**config.mk**
```make
export PLATFORM = sky130hd
export DESIGN_NAME = ball_motion_engine_flat
export DESIGN_NICKNAME = d
export VERILOG_FILES = /design/src/rtl/ball_motion_engine_if.sv /design/src/rtl/ball_motion_engine.sv /design/src/flat_wrapper.sv
export SDC_FILE = /design/constraint.sdc
export NUM_CORES = 1
export LEC_CHECK = 0
export BUFFER_PORTS_ARGS = -buffer_cell sky130_fd_sc_hd__buf_2
export CAP_MARGIN = 15
export CORE_MARGIN = 5
export CORE_UTILIZATION = 39
export CTS_BUF_LIST = sky130_fd_sc_hd__clkbuf_16
export DETAILED_ROUTE_END_ITERATION = 10
export PLACE_DENSITY = 0.71
export SLEW_MARGIN = 20
export SYNTH_ARGS = -nofsm -noshare
export SYNTH_HDL_FRONTEND = slang
export SYNTH_SLANG_ARGS = --single-unit
```
**constraint.sdc**
```tcl
create_clock -name clk -period 5 [get_ports clk]
set_input_delay 1 -clock clk [delete_from_list [all_inputs] [get_ports clk]]
set_output_delay 1 -clock clk [all_outputs]
set_load 0.005 [all_outputs]
```
**src/rtl/ball_motion_engine_if.sv**
```systemverilog
`default_nettype none
// ============================================================================
// Module   : ball_motion_engine_if
// Purpose  : Frame tick, playfield/paddle inputs and ball/score outputs of the
//            ball motion engine.
// Revision : 1.0 - initial release
// ============================================================================
interface ball_motion_engine_if;
    logic        frame_tick;
    logic [31:0] dimensions;
    logic [31:0] left_paddle;
    logic [31:0] right_paddle;
    logic [31:0] ball_position;
    logic        in_play;
    logic        point_pulse;
    logic [7:0]  score_left;
    logic [7:0]  score_right;

    modport master (
        output frame_tick, dimensions, left_paddle, right_paddle,
        input  ball_position, in_play, point_pulse, score_left, score_right
    );

    modport slave (
        input  frame_tick, dimensions, left_paddle, right_paddle,
        output ball_position, in_play, point_pulse, score_left, score_right
    );
endinterface
`default_nettype wire

```
**src/rtl/ball_motion_engine.sv**
```systemverilog
`default_nettype none
// ============================================================================
// Module   : ball_motion_engine
// Purpose  : Per-frame ball motion with wall/paddle bounces, goals, serve
//            delay and scoring. Optional macro BALL_SPEEDUP_EN adds a step_x
//            register that grows on each paddle hit.
// Revision : 1.0 - initial release
// ============================================================================
module ball_motion_engine #(
    parameter int BALL_STEP_X   = 4,
    parameter int BALL_STEP_Y   = 3,
    parameter int BALL_SIZE     = 8,
    parameter int PADDLE_HEIGHT = 100,
    parameter int PADDLE_WIDTH  = 10,
    parameter int SERVE_DELAY   = 60,
    parameter int MAX_STEP_X    = 12
) (
    input logic                 clk,
    input logic                 rst,
    ball_motion_engine_if.slave bus
);

    typedef enum logic [1:0] {
        S_SERVE = 2'd0,
        S_PLAY  = 2'd1,
        S_SCORE = 2'd2
    } state_t;

    localparam logic [15:0] c_STEP_X   = 16'(BALL_STEP_X);
    localparam logic [15:0] c_STEP_Y   = 16'(BALL_STEP_Y);
    localparam logic [16:0] c_STEP_Y_E = 17'(BALL_STEP_Y);
    localparam logic [15:0] c_SIZE     = 16'(BALL_SIZE);
    localparam logic [16:0] c_SIZE_E   = 17'(BALL_SIZE);
    localparam logic [15:0] c_HALF     = 16'(BALL_SIZE / 2);
    localparam logic [16:0] c_PAD_H_E  = 17'(PADDLE_HEIGHT);
    localparam logic [15:0] c_PAD_W    = 16'(PADDLE_WIDTH);
    localparam logic [15:0] c_SERVE    = 16'(SERVE_DELAY);

    if (MAX_STEP_X < BALL_STEP_X) begin : g_bad_step_cfg
        $error("MAX_STEP_X must not be below BALL_STEP_X");
    end

    state_t      r_state, w_state_nxt;
    logic [15:0] r_x, r_y, r_cnt;
    logic [15:0] w_x_nxt, w_y_nxt, w_cnt_nxt;
    logic        r_dx_right, r_dy_down, w_dx_right_nxt, w_dy_down_nxt;
    logic [7:0]  r_score_l, r_score_r, w_score_l_nxt, w_score_r_nxt;

    logic [15:0] w_width, w_height, w_cx, w_cy, w_ymax, w_xmax;
    logic [15:0] w_lf, w_rf, w_lp_y, w_rp_y, w_step;
    logic [16:0] w_x_e, w_y_e, w_step_e;
    logic        w_ovl_left, w_ovl_right, w_cross_left, w_cross_right;
    logic        w_goal_left, w_goal_right;

    assign w_width  = bus.dimensions[31:16];
    assign w_height = bus.dimensions[15:0];
    assign w_cx     = (w_width >> 1) - c_HALF;
    assign w_cy     = (w_height >> 1) - c_HALF;
    assign w_ymax   = w_height - c_SIZE;
    assign w_xmax   = w_width - c_SIZE;
    assign w_lf     = bus.left_paddle[31:16] + c_PAD_W;
    assign w_rf     = bus.right_paddle[31:16] - c_SIZE;
    assign w_lp_y   = bus.left_paddle[15:0];
    assign w_rp_y   = bus.right_paddle[15:0];

    // Sums are widened by one bit so no comparison can wrap.
    assign w_x_e    = {1'b0, r_x};
    assign w_y_e    = {1'b0, r_y};
    assign w_step_e = {1'b0, w_step};

    assign w_ovl_left    = (w_y_e + c_SIZE_E > {1'b0, w_lp_y}) &&
                           (w_y_e < {1'b0, w_lp_y} + c_PAD_H_E);
    assign w_ovl_right   = (w_y_e + c_SIZE_E > {1'b0, w_rp_y}) &&
                           (w_y_e < {1'b0, w_rp_y} + c_PAD_H_E);
    assign w_cross_left  = (r_x > w_lf) && (w_x_e <= {1'b0, w_lf} + w_step_e);
    assign w_cross_right = (r_x < w_rf) && (w_x_e + w_step_e >= {1'b0, w_rf});

    always_comb begin
        w_state_nxt    = r_state;
        w_x_nxt        = r_x;
        w_y_nxt        = r_y;
        w_cnt_nxt      = r_cnt;
        w_dx_right_nxt = r_dx_right;
        w_dy_down_nxt  = r_dy_down;
        w_score_l_nxt  = r_score_l;
        w_score_r_nxt  = r_score_r;
        w_goal_left    = 1'b0;
        w_goal_right   = 1'b0;
        case (r_state)
            S_SERVE: begin
                w_x_nxt = w_cx;
                w_y_nxt = w_cy;
                if (bus.frame_tick) begin
                    if (r_cnt + 16'd1 == c_SERVE) begin
                        w_cnt_nxt   = 16'd0;
                        w_state_nxt = S_PLAY;
                    end else begin
                        w_cnt_nxt = r_cnt + 16'd1;
                    end
                end
            end
            S_PLAY: begin
                if (bus.frame_tick) begin
                    if (r_dy_down) begin
                        if (w_y_e + c_STEP_Y_E >= {1'b0, w_ymax}) begin
                            w_y_nxt       = w_ymax;
                            w_dy_down_nxt = 1'b0;
                        end else begin
                            w_y_nxt = r_y + c_STEP_Y;
                        end
                    end else if (r_y <= c_STEP_Y) begin
                        w_y_nxt       = 16'd0;
                        w_dy_down_nxt = 1'b1;
                    end else begin
                        w_y_nxt = r_y - c_STEP_Y;
                    end

                    if (!r_dx_right) begin
                        if (w_cross_left && w_ovl_left) begin
                            w_x_nxt        = w_lf;
                            w_dx_right_nxt = 1'b1;
                        end else if (r_x <= w_step) begin
                            w_goal_right = 1'b1;
                        end else begin
                            w_x_nxt = r_x - w_step;
                        end
                    end else begin
                        if (w_cross_right && w_ovl_right) begin
                            w_x_nxt        = w_rf;
                            w_dx_right_nxt = 1'b0;
                        end else if (w_x_e + w_step_e >= {1'b0, w_xmax}) begin
                            w_goal_left = 1'b1;
                        end else begin
                            w_x_nxt = r_x + w_step;
                        end
                    end

                    // Re-serve toward the side that just conceded.
                    if (w_goal_left || w_goal_right) begin
                        w_state_nxt = S_SCORE;
                        w_x_nxt     = w_cx;
                        w_y_nxt     = w_cy;
                        if (w_goal_left) begin
                            w_dx_right_nxt = 1'b1;
                            if (r_score_l != 8'hFF) w_score_l_nxt = r_score_l + 8'd1;
                        end else begin
                            w_dx_right_nxt = 1'b0;
                            if (r_score_r != 8'hFF) w_score_r_nxt = r_score_r + 8'd1;
                        end
                    end
                end
            end
            S_SCORE: begin
                w_state_nxt = S_SERVE;
                w_x_nxt     = w_cx;
                w_y_nxt     = w_cy;
            end
            default: w_state_nxt = S_SERVE;
        endcase
    end

    always_ff @(posedge clk) begin
        if (!rst) begin
            r_state    <= S_SERVE;
            r_x        <= w_cx;
            r_y        <= w_cy;
            r_cnt      <= 16'd0;
            r_dx_right <= 1'b1;
            r_dy_down  <= 1'b1;
            r_score_l  <= 8'd0;
            r_score_r  <= 8'd0;
        end else begin
            r_state    <= w_state_nxt;
            r_x        <= w_x_nxt;
            r_y        <= w_y_nxt;
            r_cnt      <= w_cnt_nxt;
            r_dx_right <= w_dx_right_nxt;
            r_dy_down  <= w_dy_down_nxt;
            r_score_l  <= w_score_l_nxt;
            r_score_r  <= w_score_r_nxt;
        end
    end

`ifdef BALL_SPEEDUP_EN
    localparam logic [15:0] c_MAX_STEP = 16'(MAX_STEP_X);
    logic [15:0] r_step_x;
    logic        w_hit;

    // A goal never changes dx, so a dx flip in PLAY is exactly a paddle hit.
    assign w_hit = (r_state == S_PLAY) && (w_dx_right_nxt != r_dx_right);

    always_ff @(posedge clk) begin
        if (!rst || w_goal_left || w_goal_right) begin
            r_step_x <= c_STEP_X;
        end else if (w_hit && (r_step_x < c_MAX_STEP)) begin
            r_step_x <= r_step_x + 16'd1;
        end
    end

    assign w_step = r_step_x;
`else
    assign w_step = c_STEP_X;
`endif

    assign bus.ball_position = {r_x, r_y};
    assign bus.in_play       = (r_state == S_PLAY);
    assign bus.point_pulse   = (r_state == S_SCORE);
    assign bus.score_left    = r_score_l;
    assign bus.score_right   = r_score_r;

endmodule
`default_nettype wire

```
**src/flat_wrapper.sv**
```systemverilog
// flat-port wrapper written by rule: the top's interface ports become plain ports
module ball_motion_engine_flat 
#(
    parameter int BALL_STEP_X   = 4,
    parameter int BALL_STEP_Y   = 3,
    parameter int BALL_SIZE     = 8,
    parameter int PADDLE_HEIGHT = 100,
    parameter int PADDLE_WIDTH  = 10,
    parameter int SERVE_DELAY   = 60,
    parameter int MAX_STEP_X    = 12
)
  (clk, rst, bus_frame_tick, bus_dimensions, bus_left_paddle, bus_right_paddle, bus_ball_position, bus_in_play, bus_point_pulse, bus_score_left, bus_score_right);
  ball_motion_engine_if bus_i ();
  input logic clk;
  input logic rst;
  input wire logic [$bits(bus_i.frame_tick)-1:0] bus_frame_tick;
  input wire logic [$bits(bus_i.dimensions)-1:0] bus_dimensions;
  input wire logic [$bits(bus_i.left_paddle)-1:0] bus_left_paddle;
  input wire logic [$bits(bus_i.right_paddle)-1:0] bus_right_paddle;
  output wire logic [$bits(bus_i.ball_position)-1:0] bus_ball_position;
  output wire logic [$bits(bus_i.in_play)-1:0] bus_in_play;
  output wire logic [$bits(bus_i.point_pulse)-1:0] bus_point_pulse;
  output wire logic [$bits(bus_i.score_left)-1:0] bus_score_left;
  output wire logic [$bits(bus_i.score_right)-1:0] bus_score_right;
  assign bus_i.frame_tick = bus_frame_tick;
  assign bus_i.dimensions = bus_dimensions;
  assign bus_i.left_paddle = bus_left_paddle;
  assign bus_i.right_paddle = bus_right_paddle;
  assign bus_ball_position = bus_i.ball_position;
  assign bus_in_play = bus_i.in_play;
  assign bus_point_pulse = bus_i.point_pulse;
  assign bus_score_left = bus_i.score_left;
  assign bus_score_right = bus_i.score_right;
  ball_motion_engine #(.BALL_STEP_X(BALL_STEP_X), .BALL_STEP_Y(BALL_STEP_Y), .BALL_SIZE(BALL_SIZE), .PADDLE_HEIGHT(PADDLE_HEIGHT), .PADDLE_WIDTH(PADDLE_WIDTH), .SERVE_DELAY(SERVE_DELAY), .MAX_STEP_X(MAX_STEP_X)) u_core (.clk(clk), .rst(rst), .bus(bus_i));
endmodule
```
==> flow_summary.ini, run 1 <==
[setup_path]
startpoint = bus_left_paddle[18]
regToRegEndpoint = u_core.r_x[0]
arrival_ns = 4.98
crit_path_end_kind = register
cp_slowest_cell = a2111oi_4
r2r-start = u_core.r_x[3]
cpPeakStageDelay_ns = 0.38
path_class = primary input to register
ff2ff_path_depth = 18
cp.required_ns = 5.09
critPathBufInv = 4
cp-start-kind = primary input
cp_max_fo = 4
crit_cells = 21
path_delay_family = compound AO/OA/AOI/OAI gates
cp_cell_sequence = buf_2, buf_4, a211oi_4, o211ai_1, nand2_1, nand2_2, nor4_4, nor3b_4, nand2_2, xnor2_2, ha_1, nand4_1, nor2_2, buf_4, a2111oi_4, a31oi_2, a211oi_4, o21ai_4, nor2_8, clkbuf_4, mux2_2
rrSetupSlack_ns = 0.53
endpoint = u_core.r_x[0]

[clock_tree]
ctsHoldBuffers = 0
clk_path_buf_depth = 2
cts_root_buffer = clkbuf_16
cts_buffers = 9
clock_sinks = 68
path_clk_slew_ns = 0.06
cts_tree = yes
clk_latency_ns = 0.34
htreeDepth = 3

[finish]
fin_util_pct = 47.3
fillCellCount = 2568
syn_to_final_growth_pct = 20.5
final_common_cell = ha_1
mostFrequentLayoutCells = ha_1, buf_2, xnor2_1
layout-drive-gt1-share_pct = 21.8
finalInstanceArea_um2 = 12600
final_cells = 1852
finalNetCount = 1776
num_antenna_cells = 0

[power_and_ir_drop]
switchingPower_w = 0.000782
p_comb_share_pct = 41.0
p_per_area_nw_per_um2 = 171
pwr-share-clk_pct = 29.6
pwr-share-seq_pct = 29.4
irDropWorstVdd_mv = 0.135
p_int_w = 0.00138
leakagePower_nw = 5.46
switching_share_pct = 36.2

[yosys]
ys.flop_type = dfxtp_1
ys_warn_count = 0
synth_area_leaders = ha_1, edfxtp_1, xnor2_1
synth_edf_count = 32
synth_cell_types = 81
synth_nets = 1558
synth_largest_area_cell = ha_1
yosysTopAreaCellShare_pct = 20.4
syn_inst = 1288
synth-seq-cells = 68
syn_avg_cell_area_um2 = 8.15
syn_area_um2 = 10500
yosysSeqAreaShare_pct = 16.0
async_flop_share_pct = 0

[routing]
drt_pass1_iterations = 6
drcViolationCount = 0
first_iter_violations = 648
routed_wl_mm = 32.2
vias = 10500
viasPerCell = 5.69
ant_nets = 0
routedWlPerCell_um = 17.4

[worst_hold_path]
holdCritPathClass = register to register
min-delay-start = u_core.r_state[1]

[global_route]
antenna_found_initial = 3
grt_pass1_vias = 10100
grt_pass1_wl_mm = 51.2
grt.overflow.total = 0
grt_max_degree = 33
grtUsageTotal_pct = 20.2

[sta]
tightest_slew_ns = 0.989
fin_crit_sh_pct = 97.7
timing.fmax_mhz = 205
hold_viol_final = 0
skew_ns = 0.00910
drv_slew = 0
period_minus_slack_ns = 4.89
finalSetupViolCount = 0
max_slew_margin_pct = 34.0

[placed_design]
place_congestion = 0.948
place_inst = 1823
dpl_cell_area_um2 = 12100
dp_hpwl_mm = 26.4
placement.io_buffers = 148

[floorplan]
rows = 60
initial_core_util_pct = 39.3
die_h_um = 174
pin_count = 149
coreArea_um2 = 26700
die_w_um = 174
die_area_um2 = 30300

[flow_run]
maxCapViolCount = 0

[outcome]
status = completed
layout make-up:
type,count,area [um^2],share of cell area [%]
Multi-Input combinational cell,1100,8420,66.6
Sequential cell,68,1680,13.3
Timing Repair Buffer,252,1540,12.2
Tap cell,341,427,3.37
Inverter,75,282,2.23
Clock buffer,9,225,1.78
Clock inverter,7,68.8,0.544
sequential cells by signal, indices dropped and copies added (netlist names):
name and count:
u_core.r_y 16, u_core.r_dy_down 1, u_core.bus.score_left 8, u_core.r_state 2
u_core.r_cnt 16, u_core.bus.score_right 8, u_core.r_dx_right 1, u_core.r_x 16
kinds of logic after synthesis:
logic type / count (synthesis) / synth area share [%]
AND/OR/NAND/NOR: 468 / 23.4
AO/OA/AOI/OAI: 238 / 15.6
adder cells (fa/ha/maj): 171 / 20.4
XOR/XNOR: 159 / 13.3
buffers and inverters: 121 / 5.14
flip-flops: 68 / 16.0
multiplexers: 63 / 6.09
through the flow:
step           setup WS (ns)  setup TNS [ns]  power (W)  hold WS, ns
2_1_floorplan         0.0260               0    0.00120        0.449
3_5_place_dp          -0.259           -7.02    0.00151        0.481
5_1_grt              -0.0712          -0.382    0.00230        0.523
6_report               0.114               0    0.00216        0.485
4_1_cts                0.102               0    0.00215        0.491
3_3_place_gp          -0.137           -2.86    0.00148        0.470
synth_stat cells (4+ instances only):
master and number:
a21oi_1 72, a22oi_1 5, and4_1 8, o211ai_1 11, inv_1 75, mux2_2 7
nand2_1 103, buf_2 17, or2_2 17, nor2b_1 17, o21ai_0 43, nand2b_1 12
buf_6 4, nor4_1 25, nand4_1 47, nand3_1 48, xnor2_1 104, clkbuf_1 19
dfxtp_1 36, edfxtp_1 32, nor3b_1 5, nor3_1 39, a2111oi_0 5, a32oi_1 11
ha_1 171, o32a_1 7, a21o_1 14, or4_1 10, and3_1 13, nor2_1 88
a211oi_1 8, xor2_1 54, a31oi_1 5, or3_1 12, o21a_1 10, o31ai_1 4
mux2i_1 56
what timing repair did:
action,in CTS,in global routing
gates resized for setup,0,23
setup endpoints to repair,0,42
setup buffers,0,13
routing by layer:
metal,part of all wire [%],vias up,GRT usage [%]
met1,44,4887,27.2
li1,-,5194,-
met4,2.7,6,6.10
met5,0.14,-,0
met2,46,377,33.2
met3,7.3,66,3.44
worst reg2reg max path: stages (launching register included):
cell	delay, ns
edfxtp_1	0.61
and3_1	0.26
and2_1	0.23
nand3_1	0.12
xnor2_1	0.35
ha_1	0.34
nand2_1	0.08
a21oi_1	0.07
o311ai_0	0.35
buf_4	0.19
nand4b_1	0.13
a211oi_2	0.35
buf_4	0.19
o311ai_4	0.15
o21ai_4	0.17
nor2_8	0.06
clkbuf_4	0.17
buf_4	0.17
a31oi_2	0.17
power by group through the flow:
stage / combinational, W / clock (W) / sequential, W
4_1_cts: 0.000868 / 0.000646 / 0.000634
3_5_place_dp: 0.000861 / 0 / 0.000645
6_report: 0.000886 / 0.000640 / 0.000634
5_1_grt: 0.000987 / 0.000673 / 0.000638
2_1_floorplan: 0.000556 / 0 / 0.000640
3_3_place_gp: 0.000835 / 0 / 0.000644
worst min path at each step:
| stage | to | slack [ns] | depth (start not counted) |
|---|---|---|---|
| after floorplan | u_core.r_state[0] | 0.45 | 1 |
| after global placement | u_core.r_cnt[1] | 0.47 | 2 |
| after detailed placement | u_core.r_state[0] | 0.48 | 1 |
| after CTS | u_core.r_state[0] | 0.49 | 1 |
| after global routing | u_core.bus.score_right[7] | 0.52 | 2 |
| final | u_core.r_state[0] | 0.49 | 1 |
Power figures use the tool's default switching activity.
==> inputs of run 2 (changes only) <==
- CAP_MARGIN: 15 -> unset
- CORE_UTILIZATION: 39 -> 45
- MAX_ROUTING_LAYER: unset -> met4
- PLACE_DENSITY: 0.71 -> 0.79
==> run 2 against run 1 <==
Net effect: total power grew 1.2%; non-clock buffer count decreased by 9; sequential power barely moved; via count is 0.45% higher; combinational power hardly changed; sequential cell count unchanged; cell count is 1.8% lower.
==> flow_summary.ini, run 2 (synthesis gave the netlist of run 1 again) <==
[placed_design]
dpl_cell_area_um2 = 12100
dp_slack_ns = -0.376
dp_hpwl_mm = 25.7
placement.io_buffers = 148
place_congestion = 0.944

[outcome]
status = completed

[setup_path]
cp_max_fo = 6
cp_slowest_cell = or4_1
cp.required_ns = 5.25
rrSetupSlack_ns = 0.55
crit_path_end_kind = register
cpPeakStageDelay_ns = 0.44
path_class = primary input to register
cp_cell_sequence = buf_2, buf_4, a211oi_4, o211ai_1, nand2_1, nand2_2, nor4_4, nor3b_4, nand2_2, xnor2_2, ha_1, nand4_1, nor2_2, and3b_1, a2111oi_2, a31oi_1, a211oi_4, buf_6, or3_4, or4_1, a21oi_2
arrival_ns = 5.11
cp-start-kind = primary input

[floorplan]
pin_count = 149
coreArea_um2 = 22800
die_h_um = 163
die_w_um = 163
die_area_um2 = 26500
initial_core_util_pct = 46.1
rows = 55

[clock_tree]
cts_root_buffer = clkbuf_16
cts_buffers = 9
clk_path_buf_depth = 2
clock_sinks = 68
cts_tree = yes
clk_latency_ns = 0.33
htreeDepth = 3
path_clk_slew_ns = 0.05
ctsHoldBuffers = 0

[routing]
routedWlPerCell_um = 17.4
first_iter_violations = 756
drt_pass1_iterations = 6
vias = 10600
routed-wl-met2_mm = 14.7
viasPerCell = 5.81
ant_nets = 0
dr_wl_met3_mm = 2.14
routed_wl_mm = 31.7
dr.max_layer_used = met4
wirelength_met1_mm = 14.1
drcViolationCount = 0

[worst_hold_path]
holdCritPathClass = register to register

[finish]
mostFrequentLayoutCells = ha_1, buf_2, xnor2_1
finalNetCount = 1767
top_regs = u_core.r_cnt (16), u_core.r_x (16), u_core.r_y (16)
layout-drive-gt1-share_pct = 21.5
finalInstanceArea_um2 = 12600
syn_to_final_growth_pct = 19.9
final_common_cell = ha_1

[sta]
drv_slew = 0
tightest_slew_ns = 1.03
timing.final.ws_setup_ns = 0.136
max_slew_margin_pct = 31.0
skew_ns = 0.00729
hold_viol_final = 0
finalSetupViolCount = 0
period_minus_slack_ns = 4.86
timing.fmax_mhz = 206
fin_crit_sh_pct = 97.3
grt_setup_unrepaired = yes

[global_route]
grt_max_degree = 33
grt.overflow.total = 0
grtUsageTotal_pct = 23.4
antenna_found_initial = 4
grt_pass1_vias = 10200
grt_pass1_wl_mm = 49.9

[power_and_ir_drop]
irDropWorstVdd_mv = 0.171
leakagePower_nw = 5.43
p_per_area_nw_per_um2 = 174

[flow_run]
maxCapViolCount = 0
==> run 2: through the flow <==
step           power (W)  TNS [ns]  hold slack (ns)  cells  utilization (%)
2_1_floorplan    0.00120         0            0.449   1288                -
3_3_place_gp     0.00147     -5.82            0.473   1791             53.1
3_5_place_dp     0.00150    -11.66            0.489   1791             53.1
4_1_cts          0.00217         0            0.496   1809             54.6
5_1_grt          0.00232    -0.657            0.532   1819             55.3
6_report         0.00219         0            0.498   1819             55.3
==> run 2: metal layers <==
layer / vias to the layer above / GRT usage [%]
li1: 5187 / -
met1: 4948 / 30.9
met2: 383 / 38.0
met3: 59 / 2.58
met4: 0 / 6.67
met5: - / -
==> run 2: final cells by class <==
cell class,instances,area [um^2]
Fill cell,2105,10200
Multi-Input combinational cell,1100,8430
Sequential cell,68,1680
Timing Repair Buffer,243,1490
Tap cell,313,392
Inverter,75,282
Clock buffer,9,225
Clock inverter,7,82.6
Antenna cell,4,10.0
==> run 2: final timing paths <==
kind                       startpoint                        end  cells past startpoint
setup / recovery  bus_left_paddle[18]  u_core.bus.score_right[6]                     21
hold / removal        u_core.r_cnt[1]            u_core.r_cnt[1]                      2
setup reg to reg        u_core.r_x[2]   u_core.bus.score_left[5]                     16
hold reg to reg       u_core.r_cnt[1]            u_core.r_cnt[1]                      2
==> run 2: where the power goes <==
group | leakage, nW | internal [W] | switching [W]
combinational | 4.64 | 0.000392 | 0.000496
clock | 0.158 | 0.000430 | 0.000236
sequential | 0.633 | 0.000602 | 0.0000291
total | 5.43 | 0.00142 | 0.000761
==> run 2: worst max-delay path: cells and delay by family <==
kind                       cells  cell delay (ns)
and+or+nand+nor               10             2.20
adders and majority gates      1             0.31
xor gates and xnor gates       1             0.16
AOI/OAI and AO/OA              6             0.99
buffers and inverters          3             0.44
==> run 2: repair_timing <==
action	CTS	global route
setup endpoints to repair	14	43
gates cloned	0	2
setup buffers	2	4
pin swaps	1	17
resized for setup	1	24
==> inputs of run 3 (changes only) <==
- PLACE_DENSITY: 0.79 -> 0.76
- clock period: 5 -> 4.7 ns (I/O delays scaled with it)
==> run 3 against run 2 <==
Net effect: the run now ends with setup timing left; utilization rose by 1.3 points; clock power fell by 8.9%; non-clock buffer count rose by 30; first-iteration DRC count rose by 5.0%; wire length rose by 0.28%; sequential share of layout area fell by 0.30 points; combinational power rose by 9.6%; global-route usage rose by 0.25 points; largest power group unchanged.
==> flow_summary.ini, run 3 (synthesis gave the netlist of run 1 again) <==
[outcome]
status = finished with violations
violations = setup timing

[global_route]
grt.overflow.total = 0
antenna_found_initial = 2
grt_pass1_wl_mm = 50.8
grt_pass1_vias = 10200
grt_max_degree = 33
grtUsageTotal_pct = 23.6

[power_and_ir_drop]
pwr-share-clk_pct = 26.9
p_comb_share_pct = 43.2
switching_share_pct = 36.6
pwr-share-seq_pct = 29.9
p_int_w = 0.00143
switchingPower_w = 0.000824
irDropWorstVdd_mv = 0.163
p_per_area_nw_per_um2 = 175
leakagePower_nw = 5.58

[floorplan]
die_area_um2 = 26500
die_w_um = 163
pin_count = 149
initial_core_util_pct = 46.1
die_h_um = 163
coreArea_um2 = 22800
rows = 55

[setup_path]
cp_max_fo = 5
cpPeakStageDelay_ns = 0.38
cp-start-kind = primary input
cp_cell_sequence = buf_8, ha_4, buf_6, o2111ai_4, xor2_4, nor4_4, nor3b_2, nand2_1, xnor2_1, ha_1, nand4_1, nor2_2, and3b_2, a2111oi_4, a31oi_2, a211oi_4, o21ai_4, nor2_8, buf_12, mux2_4
cp_slowest_cell = a211oi_4
cp.required_ns = 4.79
path_class = primary input to register
arrival_ns = 4.87
crit_path_end_kind = register

[finish]
mostFrequentLayoutCells = ha_1, buf_2, buf_4
multi_input_area_um2 = 8490
regArea_um2 = 1680
fillCellCount = 2036
top_regs = u_core.r_cnt (16), u_core.r_x (16), u_core.r_y (16)
finalNetCount = 1797
layout-drive-gt1-share_pct = 22.8
syn_to_final_growth_pct = 22.6
final_common_cell = ha_1

[routing]
routedWlPerCell_um = 17.2
drcViolationCount = 0
first_iter_violations = 794
drt_pass1_iterations = 6
viasPerCell = 5.77
routed_wl_mm = 31.8
ant_nets = 0
vias = 10700

[clock_tree]
clk_path_buf_depth = 2
cts_root_buffer = clkbuf_16
ctsHoldBuffers = 0
cts_buffers = 9
htreeDepth = 3
cts_tree = yes
path_clk_slew_ns = 0.06
clk_latency_ns = 0.34
clock_sinks = 68

[sta]
timing.fmax_mhz = 209
period_minus_slack_ns = 4.78
skew_ns = 0.0101
fin_crit_sh_pct = 102
timing.final.ws_setup_ns = -0.0810
finalSetupViolCount = 8
timing.setup.tns_ns = -0.296
grt_setup_unrepaired = yes
drv_slew = 0
tightest_slew_ns = 1.06
timing.hold.ws_ns = 0.491
max_slew_margin_pct = 29.0
hold_viol_final = 0

[placed_design]
placement.io_buffers = 148
dp_hpwl_mm = 25.8
place_congestion = 0.944

[flow_run]
maxCapViolCount = 0

[worst_hold_path]
holdCritPathClass = register to register
-- run 3: cell types whose count changed in the layout (fill, tap and decap cells not counted), sizes merged --
cell      before  now
diode          4    2
clkbuf        10    9
buf          242  273
clkinv         4    3
nor2          89   90
bufinv         2    0
or3           14   13
clkinvlp       0    2
inv           76   77
-- run 3: power groups by stage --
| stage | registers, W | clock network (W) | logic (W) |
|---|---|---|---|
| 2_1_floorplan | 0.000681 | 0 | 0.000595 |
| 3_3_place_gp | 0.000682 | 0 | 0.000904 |
| 3_5_place_dp | 0.000684 | 0 | 0.000931 |
| 4_1_cts | 0.000672 | 0.000610 | 0.000939 |
| 5_1_grt | 0.000676 | 0.000637 | 0.00108 |
| 6_report | 0.000672 | 0.000607 | 0.000973 |
-- run 3: area by class of cell --
| type | count | area share, % |
|---|---|---|
| diodes | 2 | 0.0389 |
| clock buffers | 9 | 1.75 |
| clock inverters | 7 | 0.282 |
| inverters | 75 | 2.19 |
| multi-input cells | 1100 | 65.9 |
| flip-flops and latches | 68 | 13.1 |
| well taps | 313 | 3.04 |
| repair buffers | 273 | 13.7 |
-- run 3: metal layers --
metal | track usage [%] | vias up | wire length [um]
met5 | - | - | 0
met4 | 5.41 | 0 | 531
met3 | 2.28 | 44 | 2080
met2 | 38.2 | 379 | 14800
met1 | 32.1 | 4999 | 14400
li1 | - | 5240 | -
-- run 3: timing repair --
item | 4_1_cts | 5_1_grt
endpoints found under the setup margin | 27 | 42
resized for setup | 0 | 35
pin swaps | 3 | 13
setup buffers | 2 | 11
gates cloned | 0 | 1
-- run 3: path summary, 6_finish.rpt --
| kind | from | endpoint | slack [ns] | depth (start not counted) |
|---|---|---|---|---|
| worst max-delay path | bus_left_paddle[17] | u_core.r_x[1] | -0.08 | 20 |
| worst min-delay path | u_core.r_cnt[1] | u_core.r_cnt[1] | 0.49 | 2 |
| worst max register to register | u_core.r_y[4] | u_core.r_x[1] | 0.34 | 14 |
| worst min register to register | u_core.r_cnt[1] | u_core.r_cnt[1] | 0.49 | 2 |
-- run 3: worst max-delay path, delay by kind of cell --
family	cells	cell delay, ns
AND/OR/NAND/NOR	7	1.32
AO/OA/AOI/OAI	5	1.13
adder cells (fa/ha/maj)	2	0.49
buffers and inverters	3	0.36
XOR/XNOR	2	0.29
multiplexers	1	0.29
-- run 3: through the flow --
step                      setup slack, ns  std cells  area, um^2  power, W  util (%)
after CTS                         -0.0312       1833       12600   0.00222      55.2
after floorplan                    -0.102       1288       10600   0.00128         -
after global routing               -0.241       1847       12900   0.00239      56.5
final                             -0.0810       1847       12900   0.00225      56.5
after detailed placement           -0.381       1815       12300   0.00162      54.0
after global placement             -0.255       1815       12300   0.00159      54.0
